==> config.mk <==
export PLATFORM = sky130hd
export DESIGN_NAME = mux_sel_sequencer
export DESIGN_NICKNAME = d
export VERILOG_FILES = /design/src/rtl/mux_sel_sequencer.sv
export SDC_FILE = /design/constraint.sdc
export NUM_CORES = 1
export LEC_CHECK = 0
export ABC_AREA = 1
export CAP_MARGIN = 20
export CORE_MARGIN = 4
export CORE_UTILIZATION = 37
export DETAILED_ROUTE_END_ITERATION = 16
export GPL_TIMING_DRIVEN = 0
export HOLD_SLACK_MARGIN = 0.06
export PLACE_DENSITY = 0.57
export SLEW_MARGIN = 15
export SYNTH_ARGS = -nofsm -noshare
export SYNTH_HDL_FRONTEND = slang
export SYNTH_SLANG_ARGS = --single-unit
==> constraint.sdc <==
create_clock -name clk -period 1.9 [get_ports clk]
set_input_delay 0.38 -clock clk [delete_from_list [all_inputs] [get_ports clk]]
set_output_delay 0.38 -clock clk [all_outputs]
set_load 0.05 [all_outputs]
==> src/rtl/mux_sel_sequencer.sv <==
// rtl/mux_sel_sequencer.sv - 4:1 mux select scanner with settle delay and 4-bit frame capture; optional parity via MUX_SEQ_PARITY_EN
module mux_sel_sequencer #(
    parameter int SETTLE_CYCLES = 2,
    parameter int CNT_W         = 4
) (
    input  logic       clk,
    input  logic       rst,
    input  logic       start,
    input  logic       cont,
    input  logic       y,
    output logic       c,
    output logic       d,
    output logic [3:0] frame,
    output logic       valid,
`ifdef MUX_SEQ_PARITY_EN
    output logic       parity,
`endif
    output logic       busy
);

    typedef enum logic [1:0] {
        IDLE   = 2'd0,
        SETTLE = 2'd1,
        SAMPLE = 2'd2
    } state_t;

    localparam logic [CNT_W-1:0] CNT_LAST = CNT_W'(SETTLE_CYCLES - 1);

    state_t           state;
    state_t           state_nxt;
    logic [1:0]       ch;
    logic [CNT_W-1:0] cnt;
    logic [2:0]       shadow;
    logic             settle_done;
    logic             last_ch;

    assign settle_done = (cnt == CNT_LAST);
    assign last_ch     = (ch == 2'd3);
    assign busy        = (state != IDLE);

    // State register
    always_ff @(posedge clk) begin
        if (rst) begin
            state <= IDLE;
        end else begin
            state <= state_nxt;
        end
    end

    // Next-state: settle for SETTLE_CYCLES, sample once, loop or stop after ch3
    always_comb begin
        state_nxt = state;
        case (state)
            IDLE: begin
                if (start) begin
                    state_nxt = SETTLE;
                end
            end
            SETTLE: begin
                if (settle_done) begin
                    state_nxt = SAMPLE;
                end
            end
            SAMPLE: begin
                if (!last_ch || cont) begin
                    state_nxt = SETTLE;
                end else begin
                    state_nxt = IDLE;
                end
            end
            default: state_nxt = IDLE;
        endcase
    end

    // Datapath: channel/select stepping, settle counter, sample shadow and frame output
    always_ff @(posedge clk) begin
        if (rst) begin
            ch     <= 2'd0;
            cnt    <= '0;
            shadow <= 3'd0;
            frame  <= 4'd0;
            valid  <= 1'b0;
            c      <= 1'b0;
            d      <= 1'b0;
`ifdef MUX_SEQ_PARITY_EN
            parity <= 1'b0;
`endif
        end else begin
            valid <= 1'b0;
            case (state)
                IDLE: begin
                    // Select is parked at channel 0 so a new scan starts settled
                    ch    <= 2'd0;
                    cnt   <= '0;
                    {c,d} <= 2'b00;
                end
                SETTLE: begin
                    cnt <= cnt + CNT_W'(1);
                end
                SAMPLE: begin
                    cnt <= '0;
                    if (!last_ch) begin
                        shadow[ch] <= y;
                        ch         <= ch + 2'd1;
                        {c,d}      <= ch + 2'd1;
                    end else begin
                        // ch3 goes straight into the frame; it never needs a shadow slot
                        frame  <= {y, shadow};
                        valid  <= 1'b1;
                        ch     <= 2'd0;
                        {c,d}  <= 2'b00;
`ifdef MUX_SEQ_PARITY_EN
                        parity <= ^{y, shadow};
`endif
                    end
                end
                default: begin
                    cnt <= '0;
                end
            endcase
        end
    end

endmodule

======== Word-level counts from Yosys, hierarchy flattened ========
Cells that the tools add are included.
Widths: inputs -> output; s select.
word-level totals
  flip-flop bits (word level) ............. 18
  word-level logic and storage cells ...... 46
operators by class
  add/sub/neg operators ................... 2
  magnitude comparators ................... 2
  equal/unequal tests ..................... 6
  multiplexer cells ....................... 14
  bitwise gates (word level) .............. 3
  reduce and logical (&&, ||, !) cells .... 11
operator list
  operator             count
  $mux 2               3
  $pmux 2 s3           1
  $reduce_and 2->1     3
  $mux 1               5
  $add 4x1->4 const B  1
  $eq 2x2->1 const B   2
  $eq 4x1->1 const B   1
  $ne 2x2->1 const B   2
  $pmux 1 s2           2
  $pmux 2 s2           1
  $reduce_bool 2->1    2
  $reduce_or 2->1      2
  $bwmux 3             1
  $lt 2x3->1 const B   1
  $not 1->1            3
  $add 2x1->2 const B  1
  $demux 1 s2          1
  $eq 2x1->1 const B   1
  $ge 2x1->1 const B   1
  $logic_not 2->1      1
  $logic_and 1x1->1    1
  $logic_not 1->1      1
  $logic_or 1x1->1     1

======== Longest topological paths before layout ========
Gate-level depths: netlist of run 1.
  depth in word-level cells ............... 5
  depth in mapped cells ................... 6
  mapped depth without buffers ............ 6

======== Worst setup path before layout of run 1 ========
OpenSTA, ideal clock, no wires.
  path type ............................... flip-flop to flip-flop
  from .................................... register c (netlist name)
  to ...................................... register frame[0]
  setup time .............................. 0.116 ns
  arrival ................................. 1.339 ns
  required time ........................... 1.784 ns
  path slack .............................. 0.444 ns
  stages on the path, launching flop included .. 7
  period minus slack after synthesis ...... 1.456 ns
  cells stage by stage .................... dfxtp_1 > ha_1 > nand2_1 > nor2_2 > inv_1 > nor2_1 > nor2_1
RTL lines
  what                    RTL line  text
  end signal: assignment  108       frame <= {y, shadow};
  end: declaration        13        output logic [3:0] frame,

======== Final worst setup path of run 1 ========
  from .................................... register frame[0]
  to ...................................... output frame[0]
No word-level cell between the ends.

==> impl_metrics.toml, run 1 <==
[layout]
nNetsFinal = 117
area_delta_synth_final_pct = 25.5
drive_above_1_share_pct = 4.81
fill_cells = 184
antenna_cells = 0
mostFrequentLayoutCells = "nor2_1, dfxtp_1, inv_1, nand2_1, clkdlybuf4s50_1"
mostFrequentLayoutCell = "nor2_1"
design_area_um2 = 857

[clock_network]
cts_tree = "built"
clock-root-buffer = "clkbuf_4"
clock_latency_ps = 280
cts_sinks = 16
cts.htree.levels = 1
cts_buffer_depth = 2
cts_made_buffers = 3
clk_pin_slew_worst_paths_ps = 90
ctsHoldBuffers = 0
post_cts_buffers = 0

[drt]
wl_mm = 1.24
drt-pass1-iter-count = 4
vias = 588
drcViolationCount = 0
avgRoutedWirePerCell_um = 9.62
drtIter0Drc = 4
via_per_inst = 4.56
drtAntennaViolNets = 0

[sta]
worst_pin_slew_ps = 499
final_max_slew_viol_count = 0
timing.final.crit_share_pct = 94.4
clock-skew-final_ps = 2.82
rsz0062_at_grt = "no"
setup_viol = 0
hold_violations = 0
layout_min_cycle_time_ps = 1790
fmax_ghz = 0.558
worst_slack_ps = 106
tns_ps = 0
slew_headroom_pct = 66.7

[global_routing]
grt_max_degree = 10
grt_pass1_vias = 550
antenna_found_initial = 0
grt_overflow = 0
grt_use_total_pct = 11.3
grt_pass1_wl_mm = 2.19

[place]
io_buffers = 12
dp_slack_ps = 147
dp_hpwl_um = 972
place.gp.congestion = 0.725
dpl_cell_area_um2 = 835

[synthesis]
synthTopCellsByArea = "dfxtp_1, nor2_1, ha_1, inv_1, nand2_1"
synth_cell_types = 14
netlist.area_leader.share_pct = 46.9
syn_nets = 100
synth_top_area_cell = "dfxtp_1"
seq_area_frac_synth_pct = 46.9
synth_seq_cells = 16
yosysWarnings = 0
syn_area_um2 = 683
postSynthAreaPerCell_um2 = 7.68
netlist_instances = 89

[pwr]
pwr-share-comb_pct = 9.2
power.share.clock_pct = 29.9
p_int_mw = 0.435
swShare_pct = 24.5
total_power_mw = 0.576
p_leak_nw = 0.383
peakVddDrop_mv = 0.484
seqPwrFrac_pct = 60.9
p_sw_mw = 0.141
p_per_area_nw_per_um2 = 673

[critical_path]
startpoint_type = "register"
cp_cell_sequence = "clkdlybuf4s50_1"
critPathTopFamily = "buffers and inverters"
slowest_delay_ps = 800
path_buf_inv = 1
critical_path_class = "reg2out"
slowest_stage = "clkdlybuf4s50_1"
endpoint_kind = "output port"
worstPathRequired_ps = 1520
cp_max_fo = 2
critPathArrivalTime_ps = 1410
r2r_slack_ps = 640

[floorplanning]
die_h_um = 51.0
die_width_um = 51.0
design.portCount = 13
dieArea_um2 = 2600
start_util_pct = 39.1
core_region_area_um2 = 1750
fp-row-count = 15

[status]
status = "finished clean"

[min_path]
hp-class = "reg2reg"

[run]
max_cap_violations = 0
[worst paths after layout]
kind                  from  endpoint  cells past startpoint
hold / removal      cnt[3]    cnt[3]                      2
setup reg to reg         c  frame[3]                      6
hold reg to reg     cnt[3]    cnt[3]                      2
setup / recovery  frame[0]  frame[0]                      1
[routing by layer]
| metal | routed length, µm | up-vias | part of all wire [%] | GRT usage, % |
|---|---|---|---|---|
| li1 | - | 314 | - | - |
| met1 | 553 | 263 | 45 | 12.1 |
| met2 | 612 | 9 | 49 | 20.0 |
| met3 | 62 | 2 | 5.0 | 5.25 |
| met4 | 12 | 0 | 0.97 | 2.69 |
| met5 | 0 | - | 0 | 0 |
[flip-flops by register name, indices dropped and copies added (netlist names)]
| signal | flops |
|---|---|
| cnt | 4 |
| frame | 4 |
| shadow | 3 |
| state | 2 |
| c | 1 |
| ch | 1 |
| valid | 1 |
[synth_stat cells (all sizes together)]
master / n
a21oi: 3
dfxtp: 16
ha: 6
inv: 13
nand2: 9
nand3: 3
nand4: 4
nor2: 26
nor3: 1
o21ai: 6
o22ai: 1
xnor2: 1
[power by group through the flow]
stage | Clock [mW] | Sequential [mW] | Combinational [mW]
global placement | 0 | 0.359 | 0.0558
CTS | 0.185 | 0.351 | 0.0538
global route | 0.196 | 0.353 | 0.0590
detailed placement | 0 | 0.359 | 0.0562
finish | 0.173 | 0.351 | 0.0529
floorplan | 0 | 0.359 | 0.0329
[what timing repair did]
item / in CTS / in global routing
cloned: 0 / 0
pin swaps: 0 / 0
setup endpoints to repair: 2 / 1
resized for setup: 2 / 1
[logic make-up (layout without fill, tap and decap cells)]
| kind of cell | Yosys count | count (layout) | share of synthesized area, % |
|---|---|---|---|
| AOI/OAI and AO/OA | 10 | 10 | 7.51 |
| xor gates and xnor gates | 1 | 1 | 1.28 |
| adders and majority gates | 6 | 6 | 11.0 |
| buffers and inverters | 13 | 28 | 7.14 |
| DFF | 16 | 16 | 46.9 |
| and+or+nand+nor | 43 | 43 | 26.2 |
[through the flow]
step                utilization [%]  hold slack (ps)  cells
floorplan                         -              444     89
global placement               47.8              456    126
detailed placement             47.8              469    126
CTS                            49.0              482    129
global route                   49.1              490    129
finish                         49.1              481    129
[area by class of cell]
cell class                      instances  area (µm²)  share of cell area [%]
Multi-Input combinational cell         60         314                    36.6
Tap cell                               25        31.3                    3.65
Inverter                               13        48.8                    5.69
Timing Repair Buffer                   12         120                    14.0
Sequential cell                        16         320                    37.4
Clock buffer                            3        22.5                    2.63
(Power assumes the default switching activity.)
==> run 2, diff against run 1 <==
--- a/config.mk
+++ b/config.mk
@@ -11,8 +11,7 @@
 export CORE_UTILIZATION = 37
 export DETAILED_ROUTE_END_ITERATION = 16
 export GPL_TIMING_DRIVEN = 0
-export HOLD_SLACK_MARGIN = 0.06
-export PLACE_DENSITY = 0.57
+export HOLD_SLACK_MARGIN = 0.08
 export SLEW_MARGIN = 15
 export SYNTH_ARGS = -nofsm -noshare
 export SYNTH_HDL_FRONTEND = slang
==> impl_metrics.toml, run 2 (synthesis results as in run 1) <==
[status]
status = "finished clean"

[sta]
hold_violations = 0
final_max_slew_viol_count = 0
fmax_ghz = 0.553
rsz0062_at_grt = "no"
clock-skew-final_ps = 1.60
hold-worst-slack_ps = 477
layout_min_cycle_time_ps = 1810
setup_viol = 0
timing.final.crit_share_pct = 95.1
worst_pin_slew_ps = 501
tns_ps = 0
slew_headroom_pct = 66.6

[clock_network]
cts_tree = "built"
clock-root-buffer = "clkbuf_4"
cts_buffer_depth = 2
clock_latency_ps = 290
clk_pin_slew_worst_paths_ps = 90
cts_sinks = 16
cts.htree.levels = 1
cts_made_buffers = 3

[layout]
design_area_um2 = 872
drive_above_1_share_pct = 5.71
area_delta_synth_final_pct = 27.7
antenna_cells = 0
fin_util_pct = 50.0
mostFrequentLayoutCells = "nor2_1, dfxtp_1, inv_1, nand2_1, clkdlybuf4s50_1"
reg.largest.list = "cnt x4, frame x4, shadow x3"
nNetsFinal = 117
mostFrequentLayoutCell = "nor2_1"

[pwr]
p_per_area_nw_per_um2 = 720
p_leak_nw = 0.388
power.share.clock_pct = 35.4
peakVddDrop_mv = 0.561
swShare_pct = 23.7
seqPwrFrac_pct = 56.0
total_power_mw = 0.628
p_sw_mw = 0.149
pwr-share-comb_pct = 8.6
p_int_mw = 0.479

[critical_path]
slowest_delay_ps = 800
worstPathRequired_ps = 1520
critPathArrivalTime_ps = 1430
endpoint_kind = "output port"
cp_max_fo = 2
cp-startpoint = "frame[3]"
r2r_start = "c"
startpoint_type = "register"
slowest_stage = "clkdlybuf4s50_1"
critical_path_class = "reg2out"
critPathTopFamily = "buffers and inverters"
path_buf_inv = 1
cp_cell_sequence = "clkdlybuf4s50_1"

[place]
dp_hpwl_um = 966
io_buffers = 12
place.gp.congestion = 0.797
dpl_cell_area_um2 = 835

[drt]
avgRoutedWirePerCell_um = 9.66
drtAntennaViolNets = 0
drcViolationCount = 0
drt-pass1-iter-count = 4
wl_mm = 1.26
drtIter0Drc = 3
vias = 576
via_per_inst = 4.43

[global_routing]
grt_pass1_vias = 511
antenna_found_initial = 0
grt_pass1_wl_mm = 2.15
grt_use_total_pct = 10.8
grt_max_degree = 10
grt_overflow = 0

[run]
max_cap_violations = 0

[floorplanning]
start_util_pct = 39.1
design.portCount = 13
fp-row-count = 15
die_width_um = 51.0
core_region_area_um2 = 1750
die_h_um = 51.0
dieArea_um2 = 2600

[min_path]
hp-class = "reg2reg"
min_from = "cnt[3]"
-- run 2: cell types whose count changed in the layout (fill, tap and decap cells not counted) --
cell / before / now
dlygate4sd2_1: 2 / 1
clkbuf_8: 0 / 1
clkdlybuf4s15_1: 0 / 1
-- run 2: through the flow --
stage | cells | setup slack [ps]
final | 130 | 92.7
after global routing | 130 | 4.33
after CTS | 130 | 16.8
after detailed placement | 126 | 131
after global placement | 126 | 154
after floorplan | 89 | 444
-- run 2: area by class of cell --
| class | instances | area, µm² |
|---|---|---|
| fill | 188 | 873 |
| sequential | 16 | 320 |
| multi-input combinational | 60 | 314 |
| timing repair buffer | 12 | 121 |
| inverter | 13 | 48.8 |
| clock buffer | 4 | 36.3 |
| tap | 25 | 31.3 |
-- run 2: timing repair --
action / in CTS / in global routing
hold buffers: 0 / 0
resized for setup: 2 / 2
buffers inserted: 0 / 0
endpoints found under the setup margin: 2 / 2
-- run 2: per-layer routing --
| metal | vias to the layer above | GRT usage [%] | share of wire, % |
|---|---|---|---|
| met5 | - | 0 | 0 |
| met4 | 0 | 1.35 | 0.96 |
| met3 | 2 | 5.25 | 5.7 |
| met2 | 12 | 17.0 | 44 |
| met1 | 251 | 13.5 | 49 |
| li1 | 311 | - | - |
-- run 2: power groups by stage --
| stage | clock network [mW] | logic, mW | registers, mW |
|---|---|---|---|
| CTS | 0.231 | 0.0540 | 0.351 |
| global route | 0.245 | 0.0600 | 0.354 |
| finish | 0.222 | 0.0540 | 0.351 |
| detailed placement | 0 | 0.0563 | 0.359 |
| floorplan | 0 | 0.0329 | 0.359 |
| global placement | 0 | 0.0558 | 0.359 |
-- run 2: path summary, 6_finish.rpt --
kind	endpoint	slack, ps	cells after the start
hold / removal	cnt[3]	480	2
setup / recovery	frame[3]	90	1
setup reg to reg	frame[0]	630	6
hold reg to reg	cnt[3]	480	2
